## src/rtl/kmul_pkg.sv

```systemverilog
// Shared constants for the karatsuba operand sequencer: default width and FSM state codes.
package kmul_pkg;
  localparam int DEF_W  = 32;
  localparam int PROD_W = 2 * DEF_W;

  typedef logic [1:0] state_t;
  localparam state_t IDLE = 2'd0;
  localparam state_t WAIT = 2'd1;
  localparam state_t HOLD = 2'd2;
endpackage

```

## src/rtl/kmul_op_fifo.sv

```systemverilog
// Synchronous operand FIFO; pointers carry an extra wrap bit to tell full from empty.
module kmul_op_fifo
  import kmul_pkg::*;
#(
  parameter int DW    = PROD_W,
  parameter int DEPTH = 4
) (
  input  logic          clk,
  input  logic          rst_n,
  input  logic          push,
  input  logic          pop,
  input  logic [DW-1:0] wdata,
  output logic [DW-1:0] rdata,
  output logic          full,
  output logic          empty
);
  localparam int AW = $clog2(DEPTH);

  logic [AW:0]   wr_ptr, rd_ptr;
  logic [DW-1:0] mem [DEPTH];
  logic          do_push, do_pop;

  assign empty   = (wr_ptr == rd_ptr);
  assign full    = (wr_ptr[AW] != rd_ptr[AW]) && (wr_ptr[AW-1:0] == rd_ptr[AW-1:0]);
  // A pop in the same cycle does not free a slot for a push while full.
  assign do_push = push && !full;
  assign do_pop  = pop && !empty;
  assign rdata   = mem[rd_ptr[AW-1:0]];

  always_ff @(posedge clk or negedge rst_n) begin
    if (!rst_n) begin
      wr_ptr <= '0;
      rd_ptr <= '0;
    end else begin
      if (do_push) wr_ptr <= wr_ptr + 1'b1;
      if (do_pop)  rd_ptr <= rd_ptr + 1'b1;
    end
  end

  always_ff @(posedge clk) begin
    if (do_push) mem[wr_ptr[AW-1:0]] <= wdata;
  end
endmodule

```

## src/rtl/karatsuba_op_seq.sv

```systemverilog
// Feeds buffered operand pairs to the multiplier, holds them LAT cycles, and
// returns each product in order on a valid/ready stream.
module karatsuba_op_seq
  import kmul_pkg::*;
#(
  parameter int W     = DEF_W,
  parameter int LAT   = 2,
  parameter int DEPTH = 4
) (
  input  logic           clk,
  input  logic           rst_n,
  input  logic           s_valid,
  output logic           s_ready,
  input  logic [W-1:0]   s_a,
  input  logic [W-1:0]   s_b,
  output logic [W-1:0]   mul_a,
  output logic [W-1:0]   mul_b,
  input  logic [2*W-1:0] mul_p,
  output logic           m_valid,
  input  logic           m_ready,
  output logic [2*W-1:0] m_prod,
  output logic           busy,
  output logic [15:0]    op_count
);
  localparam int PW = 2 * W;
  localparam int CW = $clog2(LAT + 1);
  localparam logic [CW-1:0] CNT_LAST = CW'(LAT - 1);

  state_t        state, state_nxt;
  logic [CW-1:0] cnt;
  logic [PW-1:0] head;
  logic          fifo_full, fifo_empty;
  logic          pop, done, last;

  assign s_ready = !fifo_full;
  assign done    = m_valid && m_ready;
  assign last    = (cnt == CNT_LAST);
  assign busy    = (state != IDLE) || !fifo_empty;

  kmul_op_fifo #(.DW(PW), .DEPTH(DEPTH)) u_fifo (
    .clk   (clk),
    .rst_n (rst_n),
    .push  (s_valid),
    .pop   (pop),
    .wdata ({s_a, s_b}),
    .rdata (head),
    .full  (fifo_full),
    .empty (fifo_empty)
  );

  always_ff @(posedge clk or negedge rst_n) begin
    if (!rst_n) state <= IDLE;
    else        state <= state_nxt;
  end

  always_comb begin
    state_nxt = state;
    case (state)
      IDLE: if (!fifo_empty) state_nxt = WAIT;
      WAIT: if (last) state_nxt = HOLD;
      HOLD: if (m_ready) state_nxt = fifo_empty ? IDLE : WAIT;
      default: state_nxt = IDLE;
    endcase
  end

  // Pop only when the operand register is free: idle, or the held result is leaving.
  always_comb begin
    pop = 1'b0;
    case (state)
      IDLE: pop = !fifo_empty;
      HOLD: pop = m_ready && !fifo_empty;
      default: pop = 1'b0;
    endcase
  end

  always_ff @(posedge clk or negedge rst_n) begin
    if (!rst_n) begin
      mul_a    <= '0;
      mul_b    <= '0;
      cnt      <= '0;
      m_prod   <= '0;
      m_valid  <= 1'b0;
      op_count <= '0;
    end else begin
      if (pop) begin
        {mul_a, mul_b} <= head;
        cnt            <= '0;
      end else if (state == WAIT) begin
        cnt <= cnt + 1'b1;
      end
      if (state == WAIT && last) begin
        m_prod  <= mul_p;
        m_valid <= 1'b1;
      end else if (done) begin
        m_valid <= 1'b0;
      end
      if (done) op_count <= op_count + 1'b1;
    end
  end
endmodule

```

## config.mk

```make
export PLATFORM = sky130hd
export DESIGN_NAME = karatsuba_op_seq
export DESIGN_NICKNAME = d
export VERILOG_FILES = /design/src/rtl/kmul_pkg.sv /design/src/rtl/kmul_op_fifo.sv /design/src/rtl/karatsuba_op_seq.sv
export SDC_FILE = /design/constraint.sdc
export NUM_CORES = 1
export LEC_CHECK = 0
export CAP_MARGIN = 15
export CORE_MARGIN = 8
export CORE_UTILIZATION = 40
export CTS_CLUSTER_SIZE = 24
export DETAILED_ROUTE_END_ITERATION = 7
export HOLD_SLACK_MARGIN = 0.08
export PLACE_DENSITY_LB_ADDON = 0.2
export SYNTH_ARGS = -nofsm -noshare
export SYNTH_HDL_FRONTEND = slang
export SYNTH_SLANG_ARGS = --single-unit
```

## constraint.sdc

```tcl
create_clock -name clk -period 3.58 [get_ports clk]
set_input_delay 1.074 -clock clk [delete_from_list [all_inputs] [get_ports clk]]
set_output_delay 1.074 -clock clk [all_outputs]
set_load 0.05 [all_outputs]
```

-- Word-level counts from Yosys, hierarchy flattened
Memories as Yosys holds them, arrays and structs flattened. A register that Yosys moved wholly into a read port is not among the register bits.
Cells that the tools add are included.
- bits in registers: 91
- latch bits: 0
- memory bits (writable): 256
- bits in read-only memories: 0
- input bits: 132
- output and inout bits: 147
- logic and storage cells: 48
- memories kept: 1
- memories (name ; words ; width ; read ports ; clocked after memory_dff ; wr ports ; RTL line ; source):
    u_fifo.mem ; 4 ; 64 ; 1 ; 1 ; 1 ; kmul_op_fifo.sv:20 ; logic [DW-1:0] mem [DEPTH];
- $add $sub $neg: 4
- multiply operators: 0
- div/mod/pow operators: 0
- $lt $le $gt $ge: 0
- equal/unequal tests: 9
- shift-type cells: 0
- multiplexer cells: 12
- bitwise gates (word level): 0
- reductions and logical operators: 15
- operators with widths (operator ; count):
    adder 16 x 1 -> 16 bit (second input constant) ; 1
    two-way mux 2 bit ; 5
    adder 3 x 1 -> 3 bit (second input constant) ; 2
    logical AND 1 bit ; 6
    != test 2 bit (second input constant) ; 3
    one-hot mux 2 bit (3 select lines) ; 1
    nonzero test 2 bit ; 3
    two-way mux 1 bit ; 5
    equality test 2 x 1 -> 1 bit (second input constant) ; 2
    equality test 3 bit ; 1
    zero test 1 bit ; 3
    AND reduction 3 bit ; 1
    adder 2 x 1 -> 2 bit (second input constant) ; 1
    equality test 2 bit ; 1
    equality test 2 bit (second input constant) ; 1
    zero test 2 bit ; 1
    one-hot mux 1 bit (2 select lines) ; 1
    logical OR 1 bit ; 1
    != test 1 bit ; 1

-- Longest topological paths before layout
Gate-level depths: netlist of run 1.
- depth after elaboration: 6
- mapped depth: 6

-- By module
From an unflattened synthesis of run 1, not the netlist that was laid out.
- cells, all modules: 876
- area, all modules: 15403.5 µm²
- modules (own cells, without submodules) (module ; times used ; cells an instance ; area an instance (µm²) ; seq. area each (µm²)):
    kmul_op_fifo ; 1 ; 384 ; 9714.3 ; 7837.5
    karatsuba_op_seq ; 1 ; 492 ; 5689.2 ; 3728.6

-- Least setup slack after synthesis of run 1
Ideal clock, no wire load.
- kind: register -> register
- from: register u_fifo.wr_ptr[2]
- to: memory u_fifo.mem[3][0] in the netlist's numbering (enable)
- library setup time: 0.431 ns
- arrival time: 2.907 ns
- setup slack: 0.243 ns
- cell stages (with the launch flop): 4
- cells stage by stage: dfrtp_1 > xnor2_1 > nand3b_1 > and3_1
- cells in the longest elaborated chain, start to end: 6
- ends and longest elaborated chain (item ; RTL line ; source):
    from (decl) ; kmul_op_fifo.sv:19 ; logic [AW:0] wr_ptr, rd_ptr;
    from (signal assigned) ; kmul_op_fifo.sv:35 ; if (do_push) wr_ptr <= wr_ptr + 1'b1;
    != test 1 bit ; kmul_op_fifo.sv:24 ; assign full = (wr_ptr[AW] != rd_ptr[AW]) && (wr_ptr[AW-1:0] == rd_ptr[AW-1:0]);
    logical AND 1 bit ; kmul_op_fifo.sv:24 ;
    zero test 1 bit ; -- ;
    via s_ready ; karatsuba_op_seq.sv:13 ; output logic s_ready,
    logical AND 1 bit ; kmul_op_fifo.sv:26 ; assign do_push = push && !full;
    two-way mux 1 bit ; kmul_op_fifo.sv:41 ; if (do_push) mem[wr_ptr[AW-1:0]] <= wdata;
    two-way mux 1 bit (not written as such) ; kmul_op_fifo.sv:41 ;
    to (decl) ; kmul_op_fifo.sv:20 ;
The timed path passes the listed nets, and every way through them passes these cells.

-- Worst setup path after layout of run 1
- from: register u_fifo.rd_ptr[0]
- to: output port busy
- cells in the longest elaborated chain, start to end: 3
- ends and longest elaborated chain (item ; RTL line ; source):
    from (decl) ; kmul_op_fifo.sv:19 ;
    from (signal assigned) ; kmul_op_fifo.sv:36 ; if (do_pop) rd_ptr <= rd_ptr + 1'b1;
    equality test 3 bit ; kmul_op_fifo.sv:23 ; assign empty = (wr_ptr == rd_ptr);
    zero test 1 bit ; karatsuba_op_seq.sv:38 ; assign busy = (state != IDLE) || !fifo_empty;
    logical OR 1 bit ; karatsuba_op_seq.sv:38 ;
    to (decl) ; karatsuba_op_seq.sv:22 ; output logic busy,
Every way passes these cells.

==> report_table.html, run 1 <==
<table>
<tr><th>Metric</th><th>Value</th></tr>
<tr><th colspan="2">GRT</th></tr>
<tr><td>Met2 Use GR</td><td>23.6%</td></tr>
<tr><td>Most crowded layer after global routing</td><td>met2</td></tr>
<tr><td>GR Overflow Total</td><td>0</td></tr>
<tr><td>Global-route wire length before repair</td><td>51300 microns</td></tr>
<tr><td>Aggregate global-route resource usage</td><td>15.0%</td></tr>
<tr><td>Number of antenna violations at the first check in global routing</td><td>3</td></tr>
<tr><td>Via count of the first global-routing pass</td><td>8312</td></tr>
<tr><td>Largest net degree at the start of global routing</td><td>71</td></tr>
<tr><td>Global-route met1 utilization</td><td>19.5%</td></tr>
<tr><td>GR Layer Usage met3</td><td>5.30%</td></tr>
<tr><th colspan="2">Placement</th></tr>
<tr><td>Placement Setup Slack</td><td>577 ps</td></tr>
<tr><td>Half-perimeter wire length after placement</td><td>21000 microns</td></tr>
<tr><td>Placer congestion estimate</td><td>0.771</td></tr>
<tr><td>Area after detailed placement</td><td>0.0188 sq mm</td></tr>
<tr><td>Port buffer count</td><td>278</td></tr>
<tr><td>Cell total after placement</td><td>1489</td></tr>
<tr><th colspan="2">Worst setup path</th></tr>
<tr><td>Largest fanout on the critical path</td><td>3</td></tr>
<tr><td>Standard cell with the maximum stage delay on the critical path</td><td>sky130_fd_sc_hd__dlygate4sd2_1</td></tr>
<tr><td>Kind of critical path</td><td>register to output port</td></tr>
<tr><td>Worst Path Required</td><td>2510 ps</td></tr>
<tr><td>Crit end category</td><td>output port</td></tr>
<tr><td>Data arrival, critical path</td><td>2120 ps</td></tr>
<tr><td>Cell-by-cell listing of the critical path</td><td>xnor2_1 &gt; nand4_1 &gt; dlygate4sd2_1</td></tr>
<tr><td>Worst path max stage delay</td><td>500 ps</td></tr>
<tr><td>Critical Path Source Type</td><td>register</td></tr>
<tr><th colspan="2">Drt</th></tr>
<tr><td>Post-detailed-route DRC marker count</td><td>0</td></tr>
<tr><td>Detailed Routing Iterations Pass 1</td><td>4</td></tr>
<tr><td>Via count normalized by instance count</td><td>4.89</td></tr>
<tr><td>Average wire length per cell after detail routing</td><td>21.6 microns</td></tr>
<tr><td>Total number of vias</td><td>7646</td></tr>
<tr><td>Antenna viol nets, final</td><td>0</td></tr>
<tr><td>Initial DRC count</td><td>322</td></tr>
<tr><td>Wire length after detailed routing</td><td>33800 microns</td></tr>
<tr><th colspan="2">CTS</th></tr>
<tr><td>Total number of clock tree sinks</td><td>411</td></tr>
<tr><td>Clock H-tree levels</td><td>2</td></tr>
<tr><td>Clk_lat worst skew</td><td>550 ps</td></tr>
<tr><td>CTS Hold Buffers Added</td><td>0</td></tr>
<tr><td>Buffer levels on the longest clock path</td><td>3</td></tr>
<tr><td>Post-CTS clock slew at the launch and capture registers of the worst setup and hold paths</td><td>60 ps</td></tr>
<tr><td>Num CTS Buffers</td><td>42</td></tr>
<tr><td>Cell chosen for the clock root</td><td>sky130_fd_sc_hd__clkbuf_16</td></tr>
<tr><td>CTS tree</td><td>yes</td></tr>
<tr><th colspan="2">Logic synthesis</th></tr>
<tr><td>Net count after synthesis</td><td>852</td></tr>
<tr><td>Count of state elements after synthesis</td><td>411</td></tr>
<tr><td>Yosys cell types</td><td>28</td></tr>
<tr><td>Syn_area_per_cell</td><td>21.3 sq um</td></tr>
<tr><td>Post-synthesis instance total</td><td>713</td></tr>
<tr><td>Top cells by area, synth</td><td>sky130_fd_sc_hd__edfxtp_1, sky130_fd_sc_hd__dfrtp_1, sky130_fd_sc_hd__mux4_2</td></tr>
<tr><td>Proportion of netlist area held by the largest area contributor</td><td>50.5%</td></tr>
<tr><td>Ys Warns</td><td>0</td></tr>
<tr><td>Cell taking the most area after synthesis</td><td>sky130_fd_sc_hd__edfxtp_1</td></tr>
<tr><td>Fraction of the yosys area taken by sequential cells</td><td>76.0%</td></tr>
<tr><td>Synthesized area</td><td>0.0152 sq mm</td></tr>
<tr><th colspan="2">Final layout</th></tr>
<tr><td>Antenna cells</td><td>0</td></tr>
<tr><td>Post-route insts no fill</td><td>1565</td></tr>
<tr><td>Final Util</td><td>53.6%</td></tr>
<tr><td>Layout overhead on the synthesized area</td><td>32.3%</td></tr>
<tr><td>Fill cell total of the finished layout</td><td>3002</td></tr>
<tr><td>Layout cell share with drive strength beyond 1</td><td>26.1%</td></tr>
<tr><td>Final net count</td><td>1161</td></tr>
<tr><td>Cell area after layout</td><td>0.0201 sq mm</td></tr>
<tr><th colspan="2">Timing</th></tr>
<tr><td>Upper clock frequency limit</td><td>0.313 GHz</td></tr>
<tr><td>Crit share post-route</td><td>89.2%</td></tr>
<tr><td>Count of endpoints failing hold in the final timing report</td><td>0</td></tr>
<tr><td>Final count of pins violating max slew</td><td>0</td></tr>
<tr><td>Unrepaired setup endpoints after global routing</td><td>no</td></tr>
<tr><td>Slew at the pin with the worst max-slew slack</td><td>1050 ps</td></tr>
<tr><td>Shortest period the worst path allows</td><td>3190 ps</td></tr>
<tr><td>Final Worst Setup Slack</td><td>388 ps</td></tr>
<tr><td>Setup TNS</td><td>0 ps</td></tr>
<tr><td>Number of setup violations in the final report</td><td>0</td></tr>
<tr><td>Clk_skew</td><td>15.5 ps</td></tr>
<tr><td>Relative slew slack</td><td>29.8%</td></tr>
<tr><th colspan="2">Power</th></tr>
<tr><td>Power density of the placed cells</td><td>1020 mW/mm^2</td></tr>
<tr><td>Leakage dissipation</td><td>7.25 nW</td></tr>
<tr><td>Largest voltage drop on the vdd net</td><td>0.673 mV</td></tr>
<tr><th colspan="2">Status</th></tr>
<tr><td>Status</td><td>complete, no violations</td></tr>
<tr><th colspan="2">Hold path</th></tr>
<tr><td>Min-delay worst type</td><td>register to register</td></tr>
<tr><th colspan="2">Floorplan</th></tr>
<tr><td>Initial Util</td><td>40.5%</td></tr>
<tr><td>I/O pin count</td><td>279</td></tr>
<tr><td>Core Rows</td><td>71</td></tr>
<tr><td>Die Wd</td><td>211 microns</td></tr>
<tr><td>Core area</td><td>0.0376 sq mm</td></tr>
<tr><td>Total die area</td><td>0.0445 sq mm</td></tr>
<tr><td>Die H</td><td>211 microns</td></tr>
<tr><th colspan="2">Flow run</th></tr>
<tr><td>Count of maximum capacitance violations</td><td>0</td></tr>
</table>
## final timing paths
check / startpoint / to / slack (ps) / cells past startpoint
setup / recovery: u_fifo.rd_ptr[0] / busy / 390 / 3
hold / removal: op_count[15] / op_count[15] / 480 / 1
hold reg to reg: op_count[15] / op_count[15] / 480 / 1
min in group asynchronous: rst_n / m_prod[41] / 540 / 1
max in group asynchronous: rst_n / mul_b[30] / 2290 / 2
setup reg to reg: u_fifo.rd_ptr[0] / mul_a[6] / 860 / 4
## kinds of logic (layout without fill, tap and decap cells)
logic type,Yosys count,in the layout,share of synthesized area [%]
xor gates and xnor gates,23,23,1.32
and+or+nand+nor,38,38,1.32
AOI/OAI and AO/OA,5,5,0.337
muxes,195,195,19.2
adders and majority gates,7,7,0.575
DFF,411,411,76.0
buffers and inverters,34,375,1.27
## flip-flops by register name (all words and copies together), names as in the netlist, 3 cells and up
| name | count |
|---|---|
| mul_b | 32 |
| u_fifo.rd_ptr | 3 |
| op_count | 16 |
| u_fifo.mem | 256 |
| u_fifo.wr_ptr | 3 |
| m_prod | 64 |
| mul_a | 32 |
## metal layers
metal	wire length, microns	share of wire (%)	vias up
li1	-	-	3413
met1	14900	44	3924
met2	15300	45	249
met3	2950	8.7	54
met4	633	1.9	6
met5	41	0.12	-
## cell usage in the layout, fill, tap and decap left out, types with 6 or more instances in the layout
cell                                n
sky130_fd_sc_hd__inv_1              6
sky130_fd_sc_hd__clkinv_2           8
sky130_fd_sc_hd__dfrtp_1          153
sky130_fd_sc_hd__edfxtp_1         256
sky130_fd_sc_hd__buf_12            11
sky130_fd_sc_hd__clkbuf_1          13
sky130_fd_sc_hd__clkdlybuf4s50_1  275
sky130_fd_sc_hd__clkbuf_16         43
sky130_fd_sc_hd__xnor2_1           17
sky130_fd_sc_hd__mux4_2            64
sky130_fd_sc_hd__ha_1               7
sky130_fd_sc_hd__nand2_1           10
sky130_fd_sc_hd__mux2_2           126
sky130_fd_sc_hd__xor2_1             6
## final cells by class
class / count / area, sq um / share of cell area [%]
Timing Repair Buffer: 293 / 3040 / 15.1
Sequential cell: 411 / 11600 / 57.5
Tap cell: 511 / 639 / 3.18
Multi-Input combinational cell: 268 / 3480 / 17.3
Clock buffer: 59 / 1170 / 5.79
Inverter: 6 / 22.5 / 0.112
Clock inverter: 17 / 214 / 1.06
## power by group
part	internal, mW	total [mW]	switching [mW]
registers	6.68	7.31	0.638
logic	3.60	8.80	5.21
clock network	2.63	4.38	1.74
## cell usage after synthesis
master and n:
sky130_fd_sc_hd__edfxtp_1 256, sky130_fd_sc_hd__dfrtp_1 155, sky130_fd_sc_hd__mux2_2 126, sky130_fd_sc_hd__mux4_2 64, sky130_fd_sc_hd__xnor2_1 17, sky130_fd_sc_hd__buf_2 11, sky130_fd_sc_hd__nand2_1 11, sky130_fd_sc_hd__clkbuf_1 8
sky130_fd_sc_hd__and3_1 7, sky130_fd_sc_hd__buf_6 7, sky130_fd_sc_hd__ha_1 7, sky130_fd_sc_hd__inv_1 6, sky130_fd_sc_hd__xor2_1 6, sky130_fd_sc_hd__mux2_1 5, sky130_fd_sc_hd__nand4_1 5, sky130_fd_sc_hd__nor2_1 4
sky130_fd_sc_hd__and4_1 2, sky130_fd_sc_hd__buf_1 2, sky130_fd_sc_hd__nand3_1 2, sky130_fd_sc_hd__nor2b_1 2, sky130_fd_sc_hd__nor3_1 2, sky130_fd_sc_hd__o21ai_0 2, sky130_fd_sc_hd__a211oi_1 1, sky130_fd_sc_hd__a21o_1 1
sky130_fd_sc_hd__a311oi_4 1, sky130_fd_sc_hd__and2_1 1, sky130_fd_sc_hd__nand2b_1 1, sky130_fd_sc_hd__nand3b_1 1
## critical path: cells and delay by family (launching register included)
kind | cells | cell delay, ps
buffers and inverters | 1 | 500
flip-flops | 1 | 480
AND/OR/NAND/NOR | 1 | 230
XOR/XNOR | 1 | 370
## through the flow
stage | hold WS, ps | power (mW)
after floorplan | 462 | 13.4
after global placement | 467 | 16.3
after detailed placement | 475 | 16.4
after CTS | 484 | 20.9
after global routing | 497 | 21.5
final | 479 | 20.5
## what timing repair did
action	4_1_cts	5_1_grt
setup buffers	0	0
endpoints found under the setup margin	1	1
endpoints found under the hold margin	0	0
resized for setup	1	1
Note: power is estimated with default switching activity, not from simulation.
==> run 2, diff against run 1 <==
Settings changed: HOLD_SLACK_MARGIN 0.08 to unset, SETUP_SLACK_MARGIN set to 0.1.
==> report_table.html, run 2 (synthesis results as in run 1) <==
<table>
<tr><th>Metric</th><th>Value</th></tr>
<tr><th colspan="2">Final layout</th></tr>
<tr><td>Most frequent standard cell in the layout excluding fill and tap cells</td><td>sky130_fd_sc_hd__clkdlybuf4s50_1</td></tr>
<tr><td>Cell area after layout</td><td>0.0201 sq mm (about the same)</td></tr>
<tr><td>Flip-flop count of the largest register after layout</td><td>256 (unchanged)</td></tr>
<tr><td>Final net count</td><td>1161 (unchanged)</td></tr>
<tr><td>Fill cell total of the finished layout</td><td>3001 (-0.033%)</td></tr>
<tr><td>Commonest non-fill, non-tap cells in the layout</td><td>sky130_fd_sc_hd__clkdlybuf4s50_1, sky130_fd_sc_hd__edfxtp_1, sky130_fd_sc_hd__dfrtp_1</td></tr>
<tr><td>Layout cell share with drive strength beyond 1</td><td>26.1% (unchanged)</td></tr>
<tr><td>Post-route insts no fill</td><td>1565 (unchanged)</td></tr>
<tr><td>Layout overhead on the synthesized area</td><td>32.3% (about the same)</td></tr>
<tr><td>Antenna cells</td><td>0 (unchanged)</td></tr>
<tr><th colspan="2">CTS</th></tr>
<tr><td>Clk_lat worst skew</td><td>550 ps (about the same)</td></tr>
<tr><td>Post-cts resize count</td><td>2 (+1)</td></tr>
<tr><td>Num CTS Buffers</td><td>42 (unchanged)</td></tr>
<tr><td>Post-CTS Setup Inserts</td><td>0 (unchanged)</td></tr>
<tr><td>Total number of clock tree sinks</td><td>411 (unchanged)</td></tr>
<tr><td>Buffer levels on the longest clock path</td><td>3 (unchanged)</td></tr>
<tr><td>Cell chosen for the clock root</td><td>sky130_fd_sc_hd__clkbuf_16</td></tr>
<tr><td>Clock H-tree levels</td><td>2 (unchanged)</td></tr>
<tr><td>CTS tree</td><td>yes</td></tr>
<tr><td>CTS Hold Buffers Added</td><td>0 (unchanged)</td></tr>
<tr><td>Post-CTS clock slew at the launch and capture registers of the worst setup and hold paths</td><td>60 ps (about the same)</td></tr>
<tr><th colspan="2">Timing</th></tr>
<tr><td>Final count of pins violating max slew</td><td>0 (unchanged)</td></tr>
<tr><td>Slew at the pin with the worst max-slew slack</td><td>1060 ps (+1.62 ps)</td></tr>
<tr><td>Number of setup violations in the final report</td><td>0 (unchanged)</td></tr>
<tr><td>Upper clock frequency limit</td><td>0.310 GHz (-1.2%)</td></tr>
<tr><td>Setup TNS</td><td>0 ps (unchanged)</td></tr>
<tr><td>Final Worst Setup Slack</td><td>349 ps (-38.5 ps)</td></tr>
<tr><td>Relative slew slack</td><td>29.7% (-0.11 points)</td></tr>
<tr><td>Crit share post-route</td><td>90.2% (+1.1 points)</td></tr>
<tr><td>Clk_skew</td><td>15.6 ps (+0.110 ps)</td></tr>
<tr><td>Count of endpoints failing hold in the final timing report</td><td>0 (unchanged)</td></tr>
<tr><td>Unrepaired setup endpoints after global routing</td><td>no</td></tr>
<tr><td>Shortest period the worst path allows</td><td>3230 ps (+38.5 ps)</td></tr>
<tr><th colspan="2">Worst setup path</th></tr>
<tr><td>Crit end category</td><td>output port</td></tr>
<tr><td>Kind of critical path</td><td>register to output port</td></tr>
<tr><td>Critical Path Source Type</td><td>register</td></tr>
<tr><td>Reg-to-reg startpoint</td><td>u_fifo.rd_ptr[0]</td></tr>
<tr><td>Data arrival, critical path</td><td>2160 ps (+40 ps)</td></tr>
<tr><td>Critical R2R Capture</td><td>mul_a[6]</td></tr>
<tr><td>Setup slack of the most critical reg-to-reg path</td><td>870 ps (about the same)</td></tr>
<tr><td>Reg2reg path depth</td><td>4 (unchanged)</td></tr>
<tr><td>Largest fanout on the critical path</td><td>6 (+3)</td></tr>
<tr><td>Worst Path Required</td><td>2510 ps (about the same)</td></tr>
<tr><th colspan="2">Placement</th></tr>
<tr><td>Half-perimeter wire length after placement</td><td>21000 microns (unchanged)</td></tr>
<tr><td>Cell total after placement</td><td>1489 (unchanged)</td></tr>
<tr><td>Port buffer count</td><td>278 (unchanged)</td></tr>
<tr><td>Area after detailed placement</td><td>0.0188 sq mm (unchanged)</td></tr>
<tr><td>Placement Setup Slack</td><td>577 ps (unchanged)</td></tr>
<tr><td>Placer congestion estimate</td><td>0.771 (unchanged)</td></tr>
<tr><th colspan="2">GRT</th></tr>
<tr><td>Via count of the first global-routing pass</td><td>8312 (unchanged)</td></tr>
<tr><td>Most crowded layer after global routing</td><td>met2</td></tr>
<tr><td>Global-route wire length before repair</td><td>51300 microns (about the same)</td></tr>
<tr><td>GR Layer Usage met3</td><td>5.31% (+0.015 points)</td></tr>
<tr><td>GR Overflow Total</td><td>0 (unchanged)</td></tr>
<tr><td>Met2 Use GR</td><td>23.6% (unchanged)</td></tr>
<tr><td>Largest net degree at the start of global routing</td><td>71 (unchanged)</td></tr>
<tr><td>Aggregate global-route resource usage</td><td>15.1% (about the same)</td></tr>
<tr><td>Global-route met1 utilization</td><td>19.5% (unchanged)</td></tr>
<tr><td>Number of antenna violations at the first check in global routing</td><td>3 (unchanged)</td></tr>
<tr><th colspan="2">Hold path</th></tr>
<tr><td>End point of the most critical hold path</td><td>op_count[15]</td></tr>
<tr><td>Beginning of the worst hold path</td><td>op_count[15]</td></tr>
<tr><td>Cells on Worst Hold Path</td><td>1 (unchanged)</td></tr>
<tr><td>Min-delay worst type</td><td>register to register</td></tr>
<tr><th colspan="2">Floorplan</th></tr>
<tr><td>Core area</td><td>0.0376 sq mm (unchanged)</td></tr>
<tr><td>Die H</td><td>211 microns (unchanged)</td></tr>
<tr><td>Core Rows</td><td>71 (unchanged)</td></tr>
<tr><td>Total die area</td><td>0.0445 sq mm (unchanged)</td></tr>
<tr><td>Initial Util</td><td>40.5% (unchanged)</td></tr>
<tr><td>I/O pin count</td><td>279 (unchanged)</td></tr>
<tr><td>Die Wd</td><td>211 microns (unchanged)</td></tr>
<tr><th colspan="2">Drt</th></tr>
<tr><td>Total number of vias</td><td>7655 (+0.12%)</td></tr>
<tr><td>Average wire length per cell after detail routing</td><td>21.6 microns (about the same)</td></tr>
<tr><td>Wire length after detailed routing</td><td>33800 microns (about the same)</td></tr>
<tr><td>Via count normalized by instance count</td><td>4.89 (+0.12%)</td></tr>
<tr><td>Post-detailed-route DRC marker count</td><td>0 (unchanged)</td></tr>
<tr><td>Initial DRC count</td><td>308 (-4.3%)</td></tr>
<tr><td>Antenna viol nets, final</td><td>0 (unchanged)</td></tr>
<tr><td>Detailed Routing Iterations Pass 1</td><td>4 (unchanged)</td></tr>
<tr><th colspan="2">Status</th></tr>
<tr><td>Status</td><td>complete, no violations</td></tr>
<tr><th colspan="2">Power</th></tr>
<tr><td>Final Power</td><td>20.5 mW (about the same)</td></tr>
<tr><td>Leakage dissipation</td><td>7.25 nW (about the same)</td></tr>
<tr><td>Power density of the placed cells</td><td>1020 mW/mm^2 (about the same)</td></tr>
<tr><td>Largest voltage drop on the vdd net</td><td>0.673 mV (about the same)</td></tr>
<tr><th colspan="2">Flow run</th></tr>
<tr><td>Count of maximum capacitance violations</td><td>0 (unchanged)</td></tr>
</table>
## run 2: worst max path at each step
stage	cells after the start	startpoint	to
after detailed placement	5	m_ready	mul_a[25]
after global routing	3	u_fifo.wr_ptr[2]	s_ready
after global placement	3	u_fifo.rd_ptr[0]	busy
final	3	u_fifo.rd_ptr[0]	s_ready
after CTS	3	u_fifo.rd_ptr[0]	s_ready
after floorplan	3	u_fifo.wr_ptr[2]	u_fifo.mem[3][0]
## run 2: area by class of cell
cell class              instances  area, sq um  share of cell area, %
clock buffers                  59         1170                   5.79
flip-flops and latches        411        11600                   57.5
clock inverters                17          214                   1.06
multi-input cells             268         3480                   17.3
well taps                     511          639                   3.18
inverters                       6         22.5                  0.112
repair buffers                293         3030                   15.1
## run 2: per-stage QoR
step	util (%)	hold WS, ps
final	53.6	479
after global routing	53.6	497
after CTS	53.6	484
after detailed placement	49.9	475
after global placement	49.9	467
after floorplan	-	462
## run 2: critical path, stage by stage, from the launching register on
cell and delay [ps]:
sky130_fd_sc_hd__dfrtp_4 470, sky130_fd_sc_hd__xnor2_1 370, sky130_fd_sc_hd__nand3b_1 260, sky130_fd_sc_hd__dlygate4sd2_1 510
## run 2: report_power, final
group	switching (mW)	internal, mW
Combinational	5.21	3.59
Clock	1.74	2.63
Sequential	0.638	6.68
## run 2: routing by layer
layer | vias up | wire, microns | share of wire, %
met3 | 54 | 3010 | 8.9
met2 | 255 | 15300 | 45
li1 | 3412 | - | -
met4 | 6 | 633 | 1.9
met1 | 3928 | 14800 | 44
met5 | - | 41 | 0.12
